File: src/rtl/snake_input_ctrl.sv
// snake_input_ctrl: synchronises and debounces the raw snake-game buttons, queues
// one direction request with 180-degree reversal rejection, commits it on the game
// step strobe, and produces a toggled pause level. All outputs are registered.
module snake_input_ctrl #(
    parameter int DEBOUNCE_CYCLES = 1_000_000,
    parameter int CNT_W           = 20
) (
    input  logic       Clk,
    input  logic       Rst,
    input  logic [3:0] i_Push_Raw,
    input  logic       i_Pause_Raw,
    input  logic       i_Tick,
    output logic [3:0] o_Push,
    output logic       o_Pause,
    output logic       o_Valid
);

    localparam logic [CNT_W-1:0] DEB_MAX = CNT_W'(DEBOUNCE_CYCLES);
    localparam int NUM_IN = 5;

    // Inputs are converted to active-high "pressed" before synchronising so that a
    // cleared register always means released. Bit 4 is pause, bits 3:0 directions.
    logic [NUM_IN-1:0] raw_act;
    assign raw_act = {i_Pause_Raw, ~i_Push_Raw};

    logic [NUM_IN-1:0] sync1_q;
    logic [NUM_IN-1:0] sync2_q;
    logic [NUM_IN-1:0] stable_q;
    logic [NUM_IN-1:0] stable_d;
    logic [CNT_W-1:0]  cnt_q [NUM_IN];
    logic [CNT_W-1:0]  cnt_d [NUM_IN];
    logic [NUM_IN-1:0] ev_q;
    logic [NUM_IN-1:0] ev_d;

    logic [1:0] pend_dir_q;
    logic [1:0] pend_dir_d;
    logic       pend_v_q;
    logic       pend_v_d;
    logic [1:0] dir_q;
    logic [1:0] dir_d;
    logic       have_dir_q;
    logic       have_dir_d;
    logic [3:0] push_q;
    logic [3:0] push_d;
    logic       pause_q;
    logic       pause_d;
    logic       valid_q;
    logic       valid_d;

    // Two-flop synchroniser for every raw input.
    always_ff @(posedge Clk or negedge Rst) begin
        if (!Rst) begin
            sync1_q <= '0;
            sync2_q <= '0;
        end else begin
            sync1_q <= raw_act;
            sync2_q <= sync1_q;
        end
    end

    // Debounce: count consecutive cycles of disagreement, flip when the count is full.
    always_comb begin
        for (int i = 0; i < NUM_IN; i++) begin
            stable_d[i] = stable_q[i];
            cnt_d[i]    = '0;
            if (sync2_q[i] != stable_q[i]) begin
                if (cnt_q[i] == DEB_MAX) begin
                    stable_d[i] = sync2_q[i];
                end else begin
                    cnt_d[i] = cnt_q[i] + CNT_W'(1);
                end
            end
        end
        ev_d = stable_d & ~stable_q;
    end

    // Debounce state and press-event registers.
    always_ff @(posedge Clk or negedge Rst) begin
        if (!Rst) begin
            stable_q <= '0;
            ev_q     <= '0;
            for (int i = 0; i < NUM_IN; i++) begin
                cnt_q[i] <= '0;
            end
        end else begin
            stable_q <= stable_d;
            ev_q     <= ev_d;
            for (int i = 0; i < NUM_IN; i++) begin
                cnt_q[i] <= cnt_d[i];
            end
        end
    end

    logic       pause_ev;
    logic       dir_ev_any;
    logic [1:0] ev_dir;
    logic       commit;
    logic       ref_valid;
    logic [1:0] ref_dir;
    logic       accept;

    // Pending request, commit and pause decisions.
    always_comb begin
        pause_ev   = ev_q[4];
        dir_ev_any = |ev_q[3:0];

        // Encoding UP=0, DOWN=1, LEFT=2, RIGHT=3 makes the opposite direction dir ^ 1.
        ev_dir = 2'd0;
        if (ev_q[0]) begin
            ev_dir = 2'd0;
        end else if (ev_q[1]) begin
            ev_dir = 2'd1;
        end else if (ev_q[2]) begin
            ev_dir = 2'd2;
        end else if (ev_q[3]) begin
            ev_dir = 2'd3;
        end

        // A pause event on the tick cycle wins over the commit.
        commit = i_Tick && pend_v_q && !pause_q && !pause_ev;

        ref_valid = commit || have_dir_q;
        ref_dir   = commit ? pend_dir_q : dir_q;

        accept = dir_ev_any && !pause_q &&
                 (!ref_valid || ((ev_dir != ref_dir) && (ev_dir != (ref_dir ^ 2'b01))));

        pend_dir_d = pend_dir_q;
        pend_v_d   = pend_v_q;
        dir_d      = dir_q;
        have_dir_d = have_dir_q;
        push_d     = push_q;
        valid_d    = commit;
        pause_d    = pause_q ^ pause_ev;

        if (commit) begin
            dir_d      = pend_dir_q;
            have_dir_d = 1'b1;
            push_d     = ~(4'b0001 << pend_dir_q);
            pend_v_d   = 1'b0;
        end
        if (accept) begin
            pend_dir_d = ev_dir;
            pend_v_d   = 1'b1;
        end
        if (pause_ev && !pause_q) begin
            pend_v_d = 1'b0;
        end
    end

    // Committed direction, pending slot and registered outputs.
    always_ff @(posedge Clk or negedge Rst) begin
        if (!Rst) begin
            pend_dir_q <= 2'd0;
            pend_v_q   <= 1'b0;
            dir_q      <= 2'd0;
            have_dir_q <= 1'b0;
            push_q     <= 4'b1111;
            pause_q    <= 1'b0;
            valid_q    <= 1'b0;
        end else begin
            pend_dir_q <= pend_dir_d;
            pend_v_q   <= pend_v_d;
            dir_q      <= dir_d;
            have_dir_q <= have_dir_d;
            push_q     <= push_d;
            pause_q    <= pause_d;
            valid_q    <= valid_d;
        end
    end

    assign o_Push  = push_q;
    assign o_Pause = pause_q;
    assign o_Valid = valid_q;

endmodule

File: config.mk
export PLATFORM = sky130hd
export DESIGN_NAME = snake_input_ctrl
export DESIGN_NICKNAME = d
export VERILOG_FILES = /design/src/rtl/snake_input_ctrl.sv
export SDC_FILE = /design/constraint.sdc
export NUM_CORES = 1
export LEC_CHECK = 0
export CORE_MARGIN = 2
export CORE_UTILIZATION = 60
export CTS_CLUSTER_DIAMETER = 150
export DETAILED_ROUTE_END_ITERATION = 7
export DONT_BUFFER_PORTS = 1
export GPL_ROUTABILITY_DRIVEN = 0
export PLACE_DENSITY = 0.76
export RECOVER_POWER = 25
export REMOVE_ABC_BUFFERS = 1
export SYNTH_ARGS = -nofsm -noshare
export SYNTH_HDL_FRONTEND = slang
export SYNTH_SLANG_ARGS = --single-unit
File: constraint.sdc
create_clock -name Clk -period 3.25 [get_ports Clk]
set_input_delay 0.325 -clock Clk [delete_from_list [all_inputs] [get_ports Clk]]
set_output_delay 0.325 -clock Clk [all_outputs]
set_load 0.02 [all_outputs]
==> run summary <==
Synthesis produced a netlist whose cell count is about 580. Setup repair after global routing left no endpoint under its margin. Registers take 0.00328 sq mm. The maximum single-stage delay on the critical path came out at roughly 0.59 ns. The final layout contains a little over 600 nets.

The dominant cell type by area after synthesis is dfrtp_1. The DRC violation count after routing is 0. The slew at the pin closest to its max-slew limit came out at ~1.7 ns. The total number of placement rows came out at 36. The ratio of final minimum period to clock period is 0.621. The maximum number of pins on one net before global-route repair came out at approximately 130. The relative slew slack came out at -0.136. The initial antenna violation count is 0.

The arrival time of data at the critical path endpoint came out at 2.43 ns. The launching instance or port of the critical path is cnt_q[60]. The required time of the critical path is around 3.7 ns. The total number of H-tree levels is 4. The wire length of the first global-routing pass is 19,000 um.

The adder-cell area share of the yosys netlist came out at 0.0228. The checks that failed: capacitance limit, slew limit. The classification of the worst setup path is reg2reg. The count of fill cells added during filler insertion is 733. Leaving out fill and tap cells, the most frequent cell in the layout is dfrtp_1.

The analysis attributes to cell leakage a power of around 0.0030 uW. The final sum of negative setup slack is 0 ns. The number of buffers on the longest clock path came out at 2. The HPWL reported at the end of detailed placement came out at 6900 um. The insertion delay to the later sink of the worst-skew pair is between 0.5 and 0.6 ns. The remaining global-route overflow is 0. The overall via count from detail_route is slightly above 4,000. The clock-pin slew on the worst setup and hold paths came out at about 0.060 ns. The count of cells resized by post-cts repair came out at 0. The run finished, with violations left. After synthesis the netlist holds a flip-flop and latch count of 131. The first-pass detailed-route iteration total came out at 4. The worst hold path terminates at have_dir_q. The combinational family with the most area after synthesis is simple AND/OR/NAND/NOR gates. Summing all multi-input logic gate instances after layout gives 0.00260 sq mm. The die is roughly 100 um wide. TritonCTS built the clock tree. The worst path needs 2.02 ns of the cycle, external delays included.

The number of max-capacitance violations reported is 1. The number of DRC violations after detailed-routing iteration 0 came out at 300. The final hold violation count came out at 0. The maximum clock frequency came out at 0.496 GHz. For this run, the share of the core covered by cells in the final layout is 0.691.

The kind of start point of the critical path is a flip-flop. Traced cell by cell, the critical path runs through ha_1, nand3_1, nor3_1, and3_1, xnor2_1, nor2_2. By area the synthesized netlist is led by dfrtp_1 (53%), xor2_1 (8.8%), nor2_1 (7.0%).

The count of nets left with antenna violations after detail routing is 0. For the worst flop-to-flop path, the logic depth is 6. The area growth from synthesis to layout is 11.7%. The cell family contributing the most delay on the critical path is simple AND/OR/NAND/NOR gates.

The share of synthesized area in the top cell type comes to 0.526. The class of the most critical hold timing path is in2reg. The library cells used most frequently in the layout, excluding fill and tap cells, are dfrtp_1 (127), nor2_1 (112), xor2_1 (61), nand3_1 (43), xnor2_1 (36). In the final layout, the share of cells above drive strength 1 is 0.0931.

The region available for standard cell placement spans 0.00977 sq mm. The count of input and output buffers came out at 0. A synthesized cell averages between 10 and 15 sq um. The critical path's slowest cell is nor3_1. The number of top-level pins is 14. The number of buffers and inverters on the critical path is 0. The number of sinks handled by clock tree synthesis is roughly 130.

The setup slack on the worst flop-to-flop path is ~1.2 ns. The biggest fanout along the worst timing path came out at 5. The post-synthesis share of cell area spent on and, or, nand and nor gates came out at 0.243. The power density normalized to cell area came out at 518 mW/mm^2. The sequential element share of the synthesized area is 0.543. The number of instances on the worst hold path is 2. The initial utilization of the core area, before any placement, comes to 0.618. The launch point of the worst reg-to-reg path is cnt_q[60]. After detailed routing, the total wire length is about 11,000 um. The portion of synthesized area spent on multiplexers is 0.0118.

The routed length per placed instance came out at roughly 14 um. The clock buffer count from CTS came out at 17. The via count of the first global-routing pass came out at just over 4,000.

The worst register-to-register path ends at cnt_q[72]. The worst setup path is captured at a flip-flop. The worst clock skew is roughly 0.0047 ns. The overall die area is 0.0109 sq mm. The repair_antennas step left the layout with diodes totalling 0.

The root buffer cell is clkbuf_8. The post-synthesis share of cell area spent on xor and xnor gates is 0.141. Synthesis instantiated 41 different standard cells from the library.

After detailed routing, the number of vias per cell comes to 5.52. The compound-cell area share of the yosys netlist was 0.0122. The max-slew violation total from the final report is 132. The worst voltage drop across the vdd grid came out at 433 uV.

The count of final setup violators is 0. The launch point of the worst hold path is i_Tick. The area of the mapped netlist is between 0.006 and 0.007 sq mm. The die is roughly 100 um tall. During synthesis, Yosys emitted a total of 0 warnings. Across every metal layer, demand over resource in global routing totals 0.218.
-- Yosys cell counts (all sizes together) --
library cell / instances
dfrtp: 127
nor2: 122
xor2: 61
nand3: 43
xnor2: 36
nand2: 35
inv: 26
nand4: 25
and3: 16
nor3: 13
ha: 11
nor4: 11
and4: 6
mux2: 6
buf: 5
nor3b: 5
a31oi: 4
dfstp: 4
a21oi: 3
or4: 3
and2: 2
nand2b: 2
nand4b: 2
nor4b: 2
or4b: 2
and4b: 1
clkbuf: 1
nand3b: 1
o211a: 1
o21ai: 1
o221ai: 1
o32a: 1
-- flip-flops by register name, summed over array words and instances, names as in the netlist, 2 cells and up --
name	flops
ev_q	5
o_Push	4
pend_dir_q	2
sync1_q	5
stable_q	5
sync2_q	5
cnt_q	100
-- routing by layer --
metal,part of all wire,up-vias,GRT usage
li1,-,1995,-
met1,0.46,2062,0.293
met2,0.49,47,0.338
met3,0.031,12,0.0670
met4,0.013,0,0.0734
met5,0,-,0
-- cell families (layout without fill, tap and decap cells) --
group	count (synthesis)	count (layout)
and+or+nand+nor	291	291
xor gates and xnor gates	97	97
buffers and inverters	32	65
adders and majority gates	11	11
muxes	6	6
AOI/OAI and AO/OA	11	11
DFF	131	131
-- through the flow --
step,hold WS (ns),power (uW),std cells,area (sq um),worst slack [ns]
after floorplan,0.0294,1750,573,5980,1.47
after global placement,0.0339,1760,706,6150,1.34
after detailed placement,0.0334,1770,706,6150,1.26
after CTS,0.0800,3540,745,6770,1.23
after global routing,0.0884,3640,745,6750,0.993
final,0.101,3500,745,6750,1.23
-- timing repair --
| item | 4_1_cts | 5_1_grt |
|---|---|---|
| buffers inserted | 0 | 0 |
| hold buffers | 7 | 0 |
| endpoints found under the hold margin | 136 | 0 |
-- where the power goes --
| part | switching [uW] | internal [uW] | total, uW |
|---|---|---|---|
| clock network | 681 | 1050 | 1730 |
| logic | 67.7 | 27.0 | 94.6 |
| registers | 25.3 | 1650 | 1680 |
-- worst reg2reg max path, stage by stage (launching register included) --
cell and delay, ns:
dfrtp_1 0.44, ha_1 0.23, nand3_1 0.18, nor3_1 0.59, and3_1 0.26, xnor2_1 0.15, nor2_2 0.05
-- area by class of cell --
cell class	instances	area share
sequential	131	0.486
clock buffer	22	0.0671
multi-input combinational	416	0.385
inverter	26	0.0145
clock inverter	10	0.0124
timing repair buffer	7	0.0100
tap	133	0.0246
-- worst max path at each step --
| stage | to | slack [ns] | cells after the start |
|---|---|---|---|
| after floorplan | stable_q[1] | 1.47 | 3 |
| after global placement | cnt_q[57] | 1.34 | 5 |
| after detailed placement | cnt_q[72] | 1.26 | 6 |
| after CTS | cnt_q[72] | 1.23 | 6 |
| after global routing | cnt_q[97] | 0.99 | 2 |
| final | cnt_q[72] | 1.23 | 6 |
No activity file was read; power rests on OpenSTA's default activity.
